[src/rtl/shield_iic_arbiter.sv]
// Round-robin arbiter that shares one Arduino-shield IIC pin pair between several IIC masters.
// Grants only on a free bus and forcibly removes an owner that holds a busy bus too long.
module shield_iic_arbiter #(
  parameter int NUM_MASTERS     = 2,
  parameter int BUS_FREE_CYCLES = 130,
  parameter int TIMEOUT_CYCLES  = 1048576
) (
  input  logic                   clk,
  input  logic                   resetn,
  input  logic [NUM_MASTERS-1:0] m_req,
  output logic [NUM_MASTERS-1:0] m_gnt,
  input  logic [NUM_MASTERS-1:0] m_scl_o,
  input  logic [NUM_MASTERS-1:0] m_sda_o,
  input  logic [NUM_MASTERS-1:0] m_scl_t,
  input  logic [NUM_MASTERS-1:0] m_sda_t,
  output logic [NUM_MASTERS-1:0] m_scl_i,
  output logic [NUM_MASTERS-1:0] m_sda_i,
  output logic                   sw2shield_scl_o_out,
  output logic                   sw2shield_scl_t_out,
  output logic                   sw2shield_sda_o_out,
  output logic                   sw2shield_sda_t_out,
  input  logic                   shield2sw_scl_i_in,
  input  logic                   shield2sw_sda_i_in,
  output logic                   bus_busy,
  output logic                   timeout_flag,
  input  logic                   timeout_clr
);

  localparam int PW = (NUM_MASTERS > 1) ? $clog2(NUM_MASTERS) : 1;
  localparam int FW = $clog2(BUS_FREE_CYCLES + 1);
  localparam int TW = $clog2(TIMEOUT_CYCLES + 1);
  localparam logic [FW-1:0] FREE_MAX = FW'(BUS_FREE_CYCLES);
  localparam logic [TW-1:0] TMO_LAST = TW'(TIMEOUT_CYCLES - 1);
  localparam logic [PW-1:0] LAST_IDX = PW'(NUM_MASTERS - 1);

  typedef enum logic [1:0] {ST_IDLE, ST_OWN, ST_RELEASE} state_e;

  state_e                 state_q, state_d;
  logic [NUM_MASTERS-1:0] gnt_q, gnt_d;
  logic [PW-1:0]          rr_q, rr_d;
  logic [TW-1:0]          tmo_q, tmo_d;
  logic [FW-1:0]          free_q, free_d;
  logic                   busy_q, busy_d;
  logic                   flag_q, flag_d;
  logic                   scl_meta_q, scl_sync_q;
  logic                   sda_meta_q, sda_sync_q, sda_prev_q;

  logic                   start_det, stop_det, bus_free, winner_req, flag_set;
  logic                   win_found;
  logic [PW-1:0]          win_idx;
  int                     idx;

  // Pins are broadcast to every master, granted or not.
  assign m_scl_i = {NUM_MASTERS{shield2sw_scl_i_in}};
  assign m_sda_i = {NUM_MASTERS{shield2sw_sda_i_in}};

  assign start_det  = scl_sync_q &  sda_prev_q & ~sda_sync_q;
  assign stop_det   = scl_sync_q & ~sda_prev_q &  sda_sync_q;
  assign bus_free   = (free_q == FREE_MAX);
  assign winner_req = |(m_req & gnt_q);

  assign m_gnt        = gnt_q;
  assign bus_busy     = busy_q;
  assign timeout_flag = flag_q;

  // NOTE: every output of a combinational block gets a default before any branch, so no path leaves it unassigned and no latch is inferred.
  always_comb begin
    busy_d = busy_q;
    if (start_det)     busy_d = 1'b1;
    else if (stop_det) busy_d = 1'b0;

    free_d = '0;
    if (state_q != ST_RELEASE && !busy_q && scl_sync_q && sda_sync_q)
      free_d = bus_free ? free_q : free_q + FW'(1);
  end

  // First requester at or above rr_q, wrapping around.
  always_comb begin
    win_found = 1'b0;
    win_idx   = '0;
    idx       = 0;
    for (int i = 0; i < NUM_MASTERS; i++) begin
      idx = int'(rr_q) + i;
      if (idx >= NUM_MASTERS) idx = idx - NUM_MASTERS;
      if (!win_found && m_req[PW'(idx)]) begin
        win_found = 1'b1;
        win_idx   = PW'(idx);
      end
    end
  end

  always_comb begin
    state_d  = state_q;
    gnt_d    = gnt_q;
    rr_d     = rr_q;
    tmo_d    = tmo_q;
    flag_set = 1'b0;
    unique case (state_q)
      ST_IDLE: begin
        tmo_d = '0;
        if (bus_free && win_found) begin
          gnt_d          = '0;
          gnt_d[win_idx] = 1'b1;
          rr_d           = (win_idx == LAST_IDX) ? '0 : win_idx + PW'(1);
          state_d        = ST_OWN;
        end
      end
      ST_OWN: begin
        if (stop_det)    tmo_d = '0;
        else if (busy_q) tmo_d = tmo_q + TW'(1);
        // The timeout wins over a simultaneous request drop.
        if (tmo_q == TMO_LAST) begin
          flag_set = 1'b1;
          gnt_d    = '0;
          tmo_d    = '0;
          state_d  = ST_RELEASE;
        end else if (!winner_req && !busy_q) begin
          gnt_d   = '0;
          state_d = ST_RELEASE;
        end
      end
      ST_RELEASE: begin
        gnt_d   = '0;
        tmo_d   = '0;
        state_d = ST_IDLE;
      end
      default: begin
        gnt_d   = '0;
        tmo_d   = '0;
        state_d = ST_IDLE;
      end
    endcase

    flag_d = flag_q;
    if (flag_set)         flag_d = 1'b1;
    else if (timeout_clr) flag_d = 1'b0;
  end

  // Pin mux: only the granted master reaches the IOBUFs; otherwise both lines are released.
  always_comb begin
    sw2shield_scl_o_out = 1'b1;
    sw2shield_scl_t_out = 1'b1;
    sw2shield_sda_o_out = 1'b1;
    sw2shield_sda_t_out = 1'b1;
    for (int i = 0; i < NUM_MASTERS; i++) begin
      if (gnt_q[i]) begin
        sw2shield_scl_o_out = m_scl_o[i];
        sw2shield_scl_t_out = m_scl_t[i];
        sw2shield_sda_o_out = m_sda_o[i];
        sw2shield_sda_t_out = m_sda_t[i];
      end
    end
  end

  // NOTE: state registers use non-blocking assignments so every flop samples pre-edge values regardless of statement order.
  always_ff @(posedge clk) begin
    if (!resetn) begin
      state_q    <= ST_IDLE;
      gnt_q      <= '0;
      rr_q       <= '0;
      tmo_q      <= '0;
      free_q     <= '0;
      busy_q     <= 1'b0;
      flag_q     <= 1'b0;
      // Synchronisers reset to the idle-bus level so no false edge appears after reset.
      scl_meta_q <= 1'b1;
      scl_sync_q <= 1'b1;
      sda_meta_q <= 1'b1;
      sda_sync_q <= 1'b1;
      sda_prev_q <= 1'b1;
    end else begin
      state_q    <= state_d;
      gnt_q      <= gnt_d;
      rr_q       <= rr_d;
      tmo_q      <= tmo_d;
      free_q     <= free_d;
      busy_q     <= busy_d;
      flag_q     <= flag_d;
      scl_meta_q <= shield2sw_scl_i_in;
      scl_sync_q <= scl_meta_q;
      sda_meta_q <= shield2sw_sda_i_in;
      sda_sync_q <= sda_meta_q;
      sda_prev_q <= sda_sync_q;
    end
  end

endmodule
[config.mk]
export PLATFORM = sky130hd
export DESIGN_NAME = shield_iic_arbiter
export DESIGN_NICKNAME = d
export VERILOG_FILES = /design/src/rtl/shield_iic_arbiter.sv
export SDC_FILE = /design/constraint.sdc
export NUM_CORES = 1
export LEC_CHECK = 0
export ABC_AREA = 1
export BUFFER_PORTS_ARGS = -buffer_cell sky130_fd_sc_hd__buf_2
export CELL_PAD_IN_SITES_DETAIL_PLACEMENT = 0
export CELL_PAD_IN_SITES_GLOBAL_PLACEMENT = 2
export CORE_ASPECT_RATIO = 1.25
export CORE_MARGIN = 1
export CORE_UTILIZATION = 29
export CTS_CLUSTER_SIZE = 28
export DETAILED_ROUTE_END_ITERATION = 12
export GPL_TIMING_DRIVEN = 0
export MAX_ROUTING_LAYER = met4
export PLACE_DENSITY = 0.78
export SYNTH_ARGS = -nofsm -noshare
export SYNTH_HDL_FRONTEND = slang
export SYNTH_SLANG_ARGS = --single-unit
[constraint.sdc]
create_clock -name clk -period 1.3 [get_ports clk]
set_input_delay 0.26 -clock clk [delete_from_list [all_inputs] [get_ports clk]]
set_output_delay 0.26 -clock clk [all_outputs]
set_load 0.02 [all_outputs]
==> results.sh <==
export IMPL_status="finished, violations left"
export IMPL_violations="negative setup slack"
export IMPL_r2r_slack_ns=-0.14
export IMPL_track_usage_pct=13.7
export IMPL_vias_per_cell=4.38
export IMPL_crit_required_ns=1.49
export IMPL_dr_pass1_iters=4
export IMPL_r2r_start="tmo_q[0]"
export IMPL_num_rows=33
export IMPL_htreeDepth=2
export IMPL_max_freq_ghz=0.693
export IMPL_reg2reg_depth=9
export IMPL_dp_hpwl_microns=3060
export IMPL_dp_cells=374
export IMPL_worst_slack_ns=-0.142
export IMPL_hold_path_depth=2
export IMPL_yosys_warnings=0
export IMPL_rsz0062_at_grt="true"
export IMPL_ant_nets=0
export IMPL_multi_input_area_sq_mm=0.00119
export IMPL_start_util_pct=29.8
export IMPL_drc_errors=0
export IMPL_total_power_mw=2.48
export IMPL_cp_data_arrival_time_ns=1.63
export IMPL_min_from="shield2sw_sda_i_in"
export IMPL_yosysUniqueCellTypes=30
export IMPL_post_route_min_period_ns=1.44
export IMPL_nNetsFinal=330
export IMPL_grt_max_degree=15
export IMPL_drt_initial_drc_count=35
export IMPL_hold_buffers=0
export IMPL_antenna_cells=0
export IMPL_synth_most_common_cell="nand2_1"
export IMPL_cts_buffers=5
export IMPL_clockBufferDepth=2
export IMPL_synth_area_sq_mm=0.00194
export IMPL_fp_dieH_microns=93.5
export IMPL_synth_edf_count=0
export IMPL_vias=1753
export IMPL_regArea_sq_um=857
export IMPL_io_buffers=26
export IMPL_crit_path_max_fanout=10
export IMPL_routed_wl_microns=4400
export IMPL_worstMarginPinSlew_ns=0.472
export IMPL_gp_congestion=0.679
export IMPL_ir_worst_vdd_mv=0.627
export IMPL_synth_nets=279
export IMPL_setup_violations=24
export IMPL_fin_cells=400
export IMPL_path_cells="ha_4 > inv_2 > nor2_4 > nand2_2 > nor2_4 > nand3_4 > nand3_4 > buf_6 > nor2_1"
export IMPL_cts_root_buffer="clkbuf_8"
export IMPL_die_w_microns=75.2
export IMPL_syn_avg_cell_area_sq_um=7.45
export IMPL_slew_limit_headroom_pct=68.5
export IMPL_areaGrowthSynthToFinish_pct=43.1
export IMPL_cpPeakStageDelay_ns=0.38
export IMPL_io_pins=27
export IMPL_synth_top_area_share_pct=42.2
export IMPL_grt_pass1_vias=1631
export IMPL_core_sq_mm=0.00652
export IMPL_layout_drive_gt1_share_pct=44.7
export IMPL_skew_ns=0.00477
export IMPL_synth_seq_area_share_pct=42.2
export IMPL_cts_sinks=41
export IMPL_finalMaxSlewViolations=0
export IMPL_cp_slowest_cell="dfxtp_4"
export IMPL_clk_latency_ns=0.30
export IMPL_synth_common_cells="nand2_1 (52), nor2_1 (42), dfxtp_1 (41)"
export IMPL_async_flop_share_pct=0
export IMPL_post_drt_wl_per_cell_microns=11.0
export IMPL_fillers=709
export IMPL_post_route_period_util_pct=111
export IMPL_synth_cells=261
export IMPL_hold_end="sda_meta_q"
export IMPL_grt_antenna_before_repair=0
export IMPL_ys_ff_latch=41
export IMPL_synth_ff_type="dfxtp_1"
export IMPL_hold_violations=0
export IMPL_clk_pin_slew_worst_paths_ns=0.09
export IMPL_die_area_sq_mm=0.00704
export IMPL_powerDensity_mw_per_mm2=892
export IMPL_cap_violations=0
export IMPL_leakagePower_nw=1.07
export IMPL_cts_tree="done"
export IMPL_grt_pass1_wl_microns=7160
export IMPL_critPathCaptureType="flip-flop"
export IMPL_hold_class="input pin to flip-flop"
export IMPL_cp_start_kind="flip-flop"
export IMPL_path_class="flip-flop to flip-flop"
export IMPL_grt_overflow=0
export IMPL_yosys_area_top_type="dfxtp_1"
export IMPL_r2r_end="tmo_q[9]"
export IMPL_synth_area_top_cells="dfxtp_1 (42%), nand2_1 (10%), nor2_1 (8.1%), inv_1 (5.2%), nand3_1 (3.6%)"
routing by layer:
| metal | vias to the layer above | part of all wire (%) | GRT usage [%] |
|---|---|---|---|
| met2 | 16 | 52 | 23.7 |
| met1 | 802 | 44 | 15.0 |
| li1 | 928 | - | - |
| met5 | - | 0 | - |
| met3 | 7 | 2.2 | 3.66 |
| met4 | 0 | 1.7 | 4.63 |
worst max-delay path, delay by kind of cell (launching register included):
family | cells | cell delay [ns]
adder cells (fa/ha/maj) | 1 | 0.15
buffers and inverters | 2 | 0.20
AND/OR/NAND/NOR | 6 | 0.60
flip-flops | 1 | 0.38
cell families after synthesis:
group | after synthesis | share of synthesized area, %
buf+inv | 35 | 7.91
fa+ha+maj | 3 | 1.93
simple gates | 143 | 34.4
flops | 41 | 42.2
compound gates | 24 | 6.82
xor+xnor | 15 | 6.76
cell type report:
class                      instances  area share [%]
clock inverter                     3            1.62
inverter                          28            4.09
sequential                        41            30.8
multi-input combinational        185            42.6
clock buffer                       5            2.47
buffer                             7            2.16
timing repair buffer              44            12.3
tap                               87            3.91
layout by cell type (no fill, tap or decap), types with 4 or more instances in the layout:
cell type and n:
inv_2 4, buf_4 16, a21oi_1 11, or2_2 8, dfxtp_2 11, nand2_4 4
nor2_2 7, clkbuf_8 5, nor2_4 8, dfxtp_4 6, nand3_1 12, buf_2 21
dfxtp_1 24, nand4_1 4, xnor2_1 8, xor2_1 7, nor2_1 32, buf_6 10
inv_4 4, inv_1 20, nand2_1 43, o21ai_2 6, nand2_2 10
worst max path at each step:
stage | slack [ns] | to | start
floorplan | -0.00003 | tmo_q[4] | tmo_q[1]
global placement | -0.24 | free_q[2] | resetn
detailed placement | -0.25 | rr_q | free_q[0]
CTS | -0.17 | tmo_q[4] | tmo_q[1]
global route | -0.25 | tmo_q[17] | bus_busy
finish | -0.14 | tmo_q[9] | tmo_q[0]
metrics by stage:
step,TNS (ns),worst slack [ns],instance area (sq um),utilization (%),hold WS [ns]
finish,-2.79,-0.142,2780,42.6,0.173
global route,-5.57,-0.252,2780,42.6,0.158
CTS,-3.66,-0.168,2450,37.6,0.164
detailed placement,-5.63,-0.247,2220,34.0,0.401
global placement,-5.53,-0.245,2220,34.0,0.399
floorplan,-0.0000331,-0.0000331,1980,-,0.367
where the power goes:
part	internal, mW	switching, mW	leakage (nW)
Sequential	1.26	0.0176	0.342
Combinational	0.0737	0.0690	0.667
Clock	0.577	0.482	0.0587
sequential cells by signal, indices dropped and copies added (netlist names):
signal	flops
state_q	2
bus_busy	1
scl_meta_q	1
rr_q	1
free_q	8
sda_prev_q	1
m_gnt	2
sda_sync_q	1
sda_meta_q	1
timeout_flag	1
tmo_q	21
scl_sync_q	1
timing repair:
item                                    CTS  global route
endpoints found under the setup margin   35            35
resized for setup                        34            62
pin swaps                                 4            25
gates cloned                              0             1
buffers inserted                          5            12
Note: power is estimated with default switching activity, not from simulation.
